==> src/rtl/riscv_dcache_pkg.sv <==
// ============================================================================
//  Module      : riscv_dcache_pkg
//  Description : Shared types and defaults for the data-cache controller:
//                state encoding, geometry defaults and the tag-width helper.
//  Revision    : 1.0 - initial release
// ============================================================================
`default_nettype none

package riscv_dcache_pkg;

  // Default cache geometry; INDEX must agree with the data array depth.
  localparam int unsigned ADDR_WIDTH_DEF  = 64;
  localparam int unsigned INDEX_DEF       = 12;
  localparam int unsigned BYTE_OFFSET_DEF = 4;

  // Controller states, 2-bit encoding.
  typedef enum logic [1:0] {
    IDLE      = 2'd0,
    WRITEBACK = 2'd1,
    ALLOCATE  = 2'd2,
    UPDATE    = 2'd3
  } dcache_state_t;

  // Tag bits are whatever the index and line offset leave of the address.
  function automatic int unsigned tag_width(input int unsigned addr_w,
                                            input int unsigned index_w,
                                            input int unsigned offset_w);
    return addr_w - index_w - offset_w;
  endfunction

endpackage

`default_nettype wire

==> src/rtl/riscv_dcache_if.sv <==
// ============================================================================
//  Module      : riscv_dcache_if
//  Description : Bundle of the CPU memory-stage, tag-array, data-array and
//                DRAM signals seen by the data-cache controller.
//                master = controller view, slave = surrounding system view.
//  Revision    : 1.0 - initial release
// ============================================================================
`default_nettype none

interface riscv_dcache_if
  import riscv_dcache_pkg::*;
#(
  parameter int unsigned ADDR_WIDTH  = ADDR_WIDTH_DEF,
  parameter int unsigned INDEX       = INDEX_DEF,
  parameter int unsigned BYTE_OFFSET = BYTE_OFFSET_DEF
);

  localparam int unsigned TAG = tag_width(ADDR_WIDTH, INDEX, BYTE_OFFSET);

  // CPU memory stage
  logic                  cpu_rden;
  logic                  cpu_wren;
  logic [ADDR_WIDTH-1:0] cpu_addr;
  logic                  stall;

  // Tag array (combinational read at the cpu_addr index)
  logic                  tag_valid;
  logic                  tag_dirty;
  logic                  tag_match;
  logic [TAG-1:0]        victim_tag;
  logic                  tag_wren;
  logic                  set_dirty;

  // Data array strobes
  logic                  cache_wren;
  logic                  cache_rden;
  logic                  mem_in;

  // DRAM
  logic                  mem_req;
  logic                  mem_we;
  logic [ADDR_WIDTH-1:0] mem_addr;
  logic                  mem_ready;

  modport master (
    input  cpu_rden, cpu_wren, cpu_addr,
    input  tag_valid, tag_dirty, tag_match, victim_tag,
    input  mem_ready,
    output stall, cache_wren, cache_rden, mem_in,
    output tag_wren, set_dirty,
    output mem_req, mem_we, mem_addr
  );

  modport slave (
    output cpu_rden, cpu_wren, cpu_addr,
    output tag_valid, tag_dirty, tag_match, victim_tag,
    output mem_ready,
    input  stall, cache_wren, cache_rden, mem_in,
    input  tag_wren, set_dirty,
    input  mem_req, mem_we, mem_addr
  );

endinterface

`default_nettype wire

==> src/rtl/riscv_dcache_ctrl.sv <==
// ============================================================================
//  Module      : riscv_dcache_ctrl
//  Description : Controller FSM for a direct-mapped, write-back,
//                write-allocate data cache. Detects hit/miss, stalls the
//                pipeline, writes back a dirty victim, refills the line from
//                DRAM and replays the access.
//                Optional feature macro: DCACHE_PERF_CNT_EN adds the
//                hit_cnt / miss_cnt performance counter outputs.
//  Revision    : 1.0 - initial release
// ============================================================================
`default_nettype none

module riscv_dcache_ctrl
  import riscv_dcache_pkg::*;
#(
  parameter int unsigned ADDR_WIDTH  = ADDR_WIDTH_DEF,
  parameter int unsigned INDEX       = INDEX_DEF,
  parameter int unsigned BYTE_OFFSET = BYTE_OFFSET_DEF
) (
  input  logic           clk,
  input  logic           rst_n,
`ifdef DCACHE_PERF_CNT_EN
  output logic [31:0]    hit_cnt,
  output logic [31:0]    miss_cnt,
`endif
  riscv_dcache_if.master bus
);

  localparam int unsigned TAG = tag_width(ADDR_WIDTH, INDEX, BYTE_OFFSET);

  dcache_state_t         state_q, state_d;

  logic [TAG-1:0]        cpu_tag;
  logic [INDEX-1:0]      cpu_index;
  logic                  req;
  logic                  hit;

  logic                  stall_o;
  logic                  cache_wren_o;
  logic                  cache_rden_o;
  logic                  mem_in_o;
  logic                  tag_wren_o;
  logic                  set_dirty_o;
  logic                  mem_req_o;
  logic                  mem_we_o;
  logic [ADDR_WIDTH-1:0] mem_addr_o;

  assign cpu_tag   = bus.cpu_addr[ADDR_WIDTH-1 -: TAG];
  assign cpu_index = bus.cpu_addr[BYTE_OFFSET +: INDEX];
  // A simultaneous load and store is handled as a store.
  assign req       = bus.cpu_rden | bus.cpu_wren;
  assign hit       = bus.tag_valid & bus.tag_match;

  // State register; reset returns to IDLE from anywhere, abandoning DRAM.
  always_ff @(posedge clk or negedge rst_n) begin
    if (!rst_n) begin
      state_q <= IDLE;
    end else begin
      state_q <= state_d;
    end
  end

  // Next-state and strobe generation.
  always_comb begin
    state_d      = state_q;
    stall_o      = 1'b0;
    cache_wren_o = 1'b0;
    cache_rden_o = 1'b0;
    mem_in_o     = 1'b0;
    tag_wren_o   = 1'b0;
    set_dirty_o  = 1'b0;
    mem_req_o    = 1'b0;
    mem_we_o     = 1'b0;
    mem_addr_o   = '0;

    case (state_q)
      IDLE: begin
        if (req) begin
          if (hit) begin
            if (bus.cpu_wren) begin
              cache_wren_o = 1'b1;
              set_dirty_o  = 1'b1;
            end else begin
              cache_rden_o = 1'b1;
            end
          end else begin
            // Miss: freeze the pipeline in the same cycle.
            stall_o = 1'b1;
            state_d = (bus.tag_valid && bus.tag_dirty) ? WRITEBACK : ALLOCATE;
          end
        end
      end

      WRITEBACK: begin
        // Data array output provides the victim line to DRAM.
        stall_o      = 1'b1;
        mem_req_o    = 1'b1;
        mem_we_o     = 1'b1;
        cache_rden_o = 1'b1;
        mem_addr_o   = {bus.victim_tag, cpu_index, {BYTE_OFFSET{1'b0}}};
        if (bus.mem_ready) begin
          state_d = ALLOCATE;
        end
      end

      ALLOCATE: begin
        stall_o    = 1'b1;
        mem_req_o  = 1'b1;
        mem_addr_o = {cpu_tag, cpu_index, {BYTE_OFFSET{1'b0}}};
        if (bus.mem_ready) begin
          // Refill data is valid this cycle: write the full line and tag.
          cache_wren_o = 1'b1;
          mem_in_o     = 1'b1;
          tag_wren_o   = 1'b1;
          state_d      = UPDATE;
        end
      end

      UPDATE: begin
        // One settle cycle so the replayed access sees the new line.
        stall_o = 1'b1;
        state_d = IDLE;
      end

      default: begin
        state_d = IDLE;
      end
    endcase

    // Outputs are forced quiet while reset is held, whatever the CPU asks.
    if (!rst_n) begin
      stall_o      = 1'b0;
      cache_wren_o = 1'b0;
      cache_rden_o = 1'b0;
      mem_in_o     = 1'b0;
      tag_wren_o   = 1'b0;
      set_dirty_o  = 1'b0;
      mem_req_o    = 1'b0;
      mem_we_o     = 1'b0;
      mem_addr_o   = '0;
    end
  end

  assign bus.stall      = stall_o;
  assign bus.cache_wren = cache_wren_o;
  assign bus.cache_rden = cache_rden_o;
  assign bus.mem_in     = mem_in_o;
  assign bus.tag_wren   = tag_wren_o;
  assign bus.set_dirty  = set_dirty_o;
  assign bus.mem_req    = mem_req_o;
  assign bus.mem_we     = mem_we_o;
  assign bus.mem_addr   = mem_addr_o;

`ifdef DCACHE_PERF_CNT_EN
  logic        replay_q;
  logic        cnt_hit;
  logic        cnt_miss;
  logic [31:0] hit_cnt_q;
  logic [31:0] miss_cnt_q;

  // The IDLE cycle right after UPDATE is the replay and is not a new decision.
  assign cnt_hit  = (state_q == IDLE) && req && hit && !replay_q;
  assign cnt_miss = (state_q == IDLE) && req && !hit;

  // Hit/miss counters, free-running and wrapping at 2^32.
  always_ff @(posedge clk or negedge rst_n) begin
    if (!rst_n) begin
      replay_q   <= 1'b0;
      hit_cnt_q  <= '0;
      miss_cnt_q <= '0;
    end else begin
      replay_q <= (state_q == UPDATE);
      if (cnt_hit) begin
        hit_cnt_q <= hit_cnt_q + 32'd1;
      end
      if (cnt_miss) begin
        miss_cnt_q <= miss_cnt_q + 32'd1;
      end
    end
  end

  assign hit_cnt  = hit_cnt_q;
  assign miss_cnt = miss_cnt_q;
`else
`endif

  // Every state other than IDLE must hold the pipeline.
  a_stall_busy : assert property (@(posedge clk) disable iff (!rst_n)
    (state_q != IDLE) |-> bus.stall);

  // DRAM addresses are always line aligned.
  a_line_align : assert property (@(posedge clk) disable iff (!rst_n)
    bus.mem_addr[BYTE_OFFSET-1:0] == '0);

endmodule

`default_nettype wire

==> src/flat_wrapper.sv <==
// flat-port wrapper written by rule: the top's interface ports become plain ports
module riscv_dcache_ctrl_flat import riscv_dcache_pkg::*;
#(
  parameter int unsigned ADDR_WIDTH  = ADDR_WIDTH_DEF,
  parameter int unsigned INDEX       = INDEX_DEF,
  parameter int unsigned BYTE_OFFSET = BYTE_OFFSET_DEF
)
  (clk, rst_n, bus_cpu_rden, bus_cpu_wren, bus_cpu_addr, bus_tag_valid, bus_tag_dirty, bus_tag_match, bus_victim_tag, bus_mem_ready, bus_stall, bus_cache_wren, bus_cache_rden, bus_mem_in, bus_tag_wren, bus_set_dirty, bus_mem_req, bus_mem_we, bus_mem_addr);
  riscv_dcache_if #(.ADDR_WIDTH(ADDR_WIDTH), .INDEX(INDEX), .BYTE_OFFSET(BYTE_OFFSET)) bus_i ();
  input  logic clk;
  input  logic rst_n;
  input wire logic [$bits(bus_i.cpu_rden)-1:0] bus_cpu_rden;
  input wire logic [$bits(bus_i.cpu_wren)-1:0] bus_cpu_wren;
  input wire logic [$bits(bus_i.cpu_addr)-1:0] bus_cpu_addr;
  input wire logic [$bits(bus_i.tag_valid)-1:0] bus_tag_valid;
  input wire logic [$bits(bus_i.tag_dirty)-1:0] bus_tag_dirty;
  input wire logic [$bits(bus_i.tag_match)-1:0] bus_tag_match;
  input wire logic [$bits(bus_i.victim_tag)-1:0] bus_victim_tag;
  input wire logic [$bits(bus_i.mem_ready)-1:0] bus_mem_ready;
  output wire logic [$bits(bus_i.stall)-1:0] bus_stall;
  output wire logic [$bits(bus_i.cache_wren)-1:0] bus_cache_wren;
  output wire logic [$bits(bus_i.cache_rden)-1:0] bus_cache_rden;
  output wire logic [$bits(bus_i.mem_in)-1:0] bus_mem_in;
  output wire logic [$bits(bus_i.tag_wren)-1:0] bus_tag_wren;
  output wire logic [$bits(bus_i.set_dirty)-1:0] bus_set_dirty;
  output wire logic [$bits(bus_i.mem_req)-1:0] bus_mem_req;
  output wire logic [$bits(bus_i.mem_we)-1:0] bus_mem_we;
  output wire logic [$bits(bus_i.mem_addr)-1:0] bus_mem_addr;
  assign bus_i.cpu_rden = bus_cpu_rden;
  assign bus_i.cpu_wren = bus_cpu_wren;
  assign bus_i.cpu_addr = bus_cpu_addr;
  assign bus_i.tag_valid = bus_tag_valid;
  assign bus_i.tag_dirty = bus_tag_dirty;
  assign bus_i.tag_match = bus_tag_match;
  assign bus_i.victim_tag = bus_victim_tag;
  assign bus_i.mem_ready = bus_mem_ready;
  assign bus_stall = bus_i.stall;
  assign bus_cache_wren = bus_i.cache_wren;
  assign bus_cache_rden = bus_i.cache_rden;
  assign bus_mem_in = bus_i.mem_in;
  assign bus_tag_wren = bus_i.tag_wren;
  assign bus_set_dirty = bus_i.set_dirty;
  assign bus_mem_req = bus_i.mem_req;
  assign bus_mem_we = bus_i.mem_we;
  assign bus_mem_addr = bus_i.mem_addr;
  riscv_dcache_ctrl #(.ADDR_WIDTH(ADDR_WIDTH), .INDEX(INDEX), .BYTE_OFFSET(BYTE_OFFSET)) u_core (.clk(clk), .rst_n(rst_n), .bus(bus_i));
endmodule
==> config.mk <==
export PLATFORM = sky130hd
export DESIGN_NAME = riscv_dcache_ctrl_flat
export DESIGN_NICKNAME = d
export VERILOG_FILES = /design/src/rtl/riscv_dcache_pkg.sv /design/src/rtl/riscv_dcache_if.sv /design/src/rtl/riscv_dcache_ctrl.sv /design/src/flat_wrapper.sv
export SDC_FILE = /design/constraint.sdc
export NUM_CORES = 1
export LEC_CHECK = 0
export BUFFER_PORTS_ARGS = -buffer_cell sky130_fd_sc_hd__buf_2
export CORE_AREA = 2 2 74 76
export CTS_CLUSTER_DIAMETER = 50
export DETAILED_ROUTE_END_ITERATION = 10
export DIE_AREA = 0 0 76 78
export PLACE_DENSITY = 0.62
export SETUP_SLACK_MARGIN = 0.5
export SYNTH_ARGS = -nofsm -noshare
export SYNTH_HDL_FRONTEND = slang
export SYNTH_SLANG_ARGS = --single-unit
export TNS_END_PERCENT = 10
==> constraint.sdc <==
create_clock -name clk -period 4.2 [get_ports clk]
set_input_delay 0.84 -clock clk [delete_from_list [all_inputs] [get_ports clk]]
set_output_delay 0.84 -clock clk [all_outputs]
set_load 0.01 [all_outputs]
==> impl_metrics.tcl <==
set metrics [dict create \
    power-per-cell-area_nw_per_um2 503 \
    final_cell_area_sq_um 1950 \
    global_route_wire_length_before_repair_um 7190 \
    number_of_antenna_repair_diodes 0 \
    fp-row-count 26 \
    outcome "complete, no violations" \
    place_congestion 0.744 \
    critPathRequiredTime_ps 3360 \
    maxCapViolations 0 \
    clock_tree.buffer_depth 2 \
    fin_tns_setup_ps 0 \
    coreArea_sq_um 5040 \
    report.power.total_mw 0.982 \
    synth_sequential_area_ratio_pct 4.90 \
    max_flop_register "u_core.state_q" \
    cts_max_level 1 \
    insertion_delay_ps 210 \
    ir_worst_vdd_uv 357 \
    syn_avg_cell_area_sq_um 6.39 \
    floorplan.die_area_sq_um 5930 \
    grt_overflow_total 0 \
    slew-limit-headroom_pct 62.5 \
    sinks_on_clock_net 2 \
    place.port_buffers 183 \
    timing_worst_setup_path_type "reg2out" \
    critical_path.max_fanout 25 \
    finalSetupViolations 0 \
    mostFrequentLayoutCells "183 x sky130_fd_sc_hd__buf_2, 49 x sky130_fd_sc_hd__nor2_1, 48 x sky130_fd_sc_hd__a22oi_1" \
    yosysUniqueCellTypes 25 \
    grt_use_total_pct 13.9 \
    finalWorstSetupSlack_ps 1310 \
    finish.cell_count_without_fillers 399 \
    power.static_leakage_nw 1.18 \
    nets 454 \
    final_antenna_violating_net_count 0 \
    cts_made_buffers 3 \
    fill_cells 545 \
    dr.first_iter.drc_count 69 \
    number_of_flip_flops_in_the_largest_register 2 \
    place_worst_setup_slack_ps 1480 \
    finalClockSkew_ps 3.18 \
    detail_route.vias_per_cell 4.49 \
    min_period_over_period_pct 68.7 \
    initial_utilization_pct 20.3 \
    final_routed_wire_length_divided_by_cell_count_um 11.6 \
    detailroute.via_count 1792 \
    max_slew.worst_pin.slew_ps 561 \
    largest_registers "u_core.state_q (2)" \
    count_of_flip_flops_with_a_built_in_enable_after_synthesis 0 \
    grt_pass1_vias 1678 \
    crit_path_start_kind "flop" \
    cts_setup_buffers 0 \
    clock_tree.root_cell "sky130_fd_sc_hd__clkbuf_8" \
    die-width_um 76 \
    grt_setup_unrepaired "no" \
    syn-cell-area_sq_um 1020 \
    area_delta_synth_final_pct 90.8 \
    endpoint_kind "primary output" \
    layout_cell_share_with_drive_strength_beyond_1_pct 59.6 \
    drt_first_pass_iters 4 \
    synth_async_sr_flop_share_pct 100 \
    post_synth_inst_count 160 \
    antenna_violations_before_repair 0 \
    drcViolationCount 0 \
    timing.reg2reg.setup_slack_ps 2560 \
    final_hold_viol_count 0 \
    worstRegToRegCells 5 \
    dp_area_sq_um 1910 \
    floorplan.die.height_um 78 \
    post_cts_resized 0 \
    num_io_pins 192 \
    yosys_warnings 0 \
    rr_endpoint "u_core.state_q[0]$_DFFE_PN0P_" \
    dpl.cell_count 396 \
    detailedPlacementHpwl_um 3640 \
    rr_startpoint "u_core.state_q[1]$_DFFE_PN0P_" \
    cts_hold_repair_buffers 0 \
    postSynthRegisterBits 2 \
    maximum_number_of_pins_on_one_net_before_global_route_repair 50 \
    final_period_minus_worst_setup_slack_ps 2890 \
    synth-main-ff-cell "sky130_fd_sc_hd__dfrtp_1" \
    clk_pin_slew_worst_paths_ps 30 \
    worstPathArrival_ps 2050 \
    finalMaxSlewViolations 0 \
    worst_hold_path_type "in2async" \
    clock_tree_from_tritoncts "built" \
    clock.fmax_ghz 0.346 \
    drt_wl_total_um 4620 \
    layout.cells.most_common "sky130_fd_sc_hd__buf_2" \
]
-- final cells by class --
type                    instances  area, sq um  share of cell area (%)
clock buffers                   3         41.3                    2.12
multi-input cells             133          815                    41.8
well taps                      70         87.6                    4.49
repair buffers                186          938                    48.1
inverters                       5         18.8                   0.962
flip-flops and latches          2         50.0                    2.57
-- cells in the mapped netlist, drive strengths merged (2+ instances only) --
cell type   n  area share (%)
nor2       50              19
o21ai       2            0.98
inv         5             1.8
buf        20              14
and3        3             2.3
clkbuf      3             1.1
and2       13             8.0
ha          3             3.7
a22oi      48              35
dfrtp       2             4.9
-- cell families after synthesis --
logic type	count (synthesis)	synth area share [%]
multiplexers	2	2.45
AND/OR/NAND/NOR	70	31.7
buffers and inverters	28	17.0
other	1	0.367
flip-flops	2	4.90
AO/OA/AOI/OAI	54	39.9
adder cells (fa/ha/maj)	3	3.67
-- critical path, cell delays in order, from the launching register on --
cell,delay (ps)
sky130_fd_sc_hd__dfrtp_1,370
sky130_fd_sc_hd__inv_1,100
sky130_fd_sc_hd__ha_2,530
sky130_fd_sc_hd__nor2_4,50
sky130_fd_sc_hd__nor2_1,450
sky130_fd_sc_hd__and2_1,210
sky130_fd_sc_hd__buf_2,130
-- through the flow --
stage          hold slack [ps]  util, %
2_1_floorplan              511        -
3_3_place_gp               546     37.9
3_5_place_dp               548     37.9
4_1_cts                    444     38.7
5_1_grt                    452     38.7
6_report                   453     38.7
-- worst max-delay path by stage --
stage / cells after the start / slack, ps / endpoint / from
after floorplan: 3 / 1910 / bus_cache_wren / bus_tag_match
after global placement: 5 / 1510 / bus_mem_addr[15] / rst_n
after detailed placement: 5 / 1480 / bus_mem_addr[15] / rst_n
after CTS: 6 / 1270 / bus_mem_addr[15] / u_core.state_q[1]$_DFFE_PN0P_
after global routing: 6 / 1090 / bus_mem_addr[14] / u_core.state_q[1]$_DFFE_PN0P_
final: 6 / 1310 / bus_mem_addr[11] / u_core.state_q[1]$_DFFE_PN0P_
-- report_power, final --
group / switching [mW] / internal (mW)
Sequential: 0.00636 / 0.0297
Clock: 0.0140 / 0.0605
Combinational: 0.509 / 0.362
-- routing by layer --
| layer | vias up | routed length (um) | GRT usage [%] | share of wire, % |
|---|---|---|---|---|
| met4 | 0 | 13 | 2.00 | 0.28 |
| met3 | 2 | 399 | 2.56 | 8.6 |
| li1 | 899 | - | - | - |
| met2 | 104 | 2380 | 28.8 | 52 |
| met1 | 787 | 1820 | 14.7 | 39 |
| met5 | - | 0 | 0 | 0 |
(Power assumes the default switching activity.)
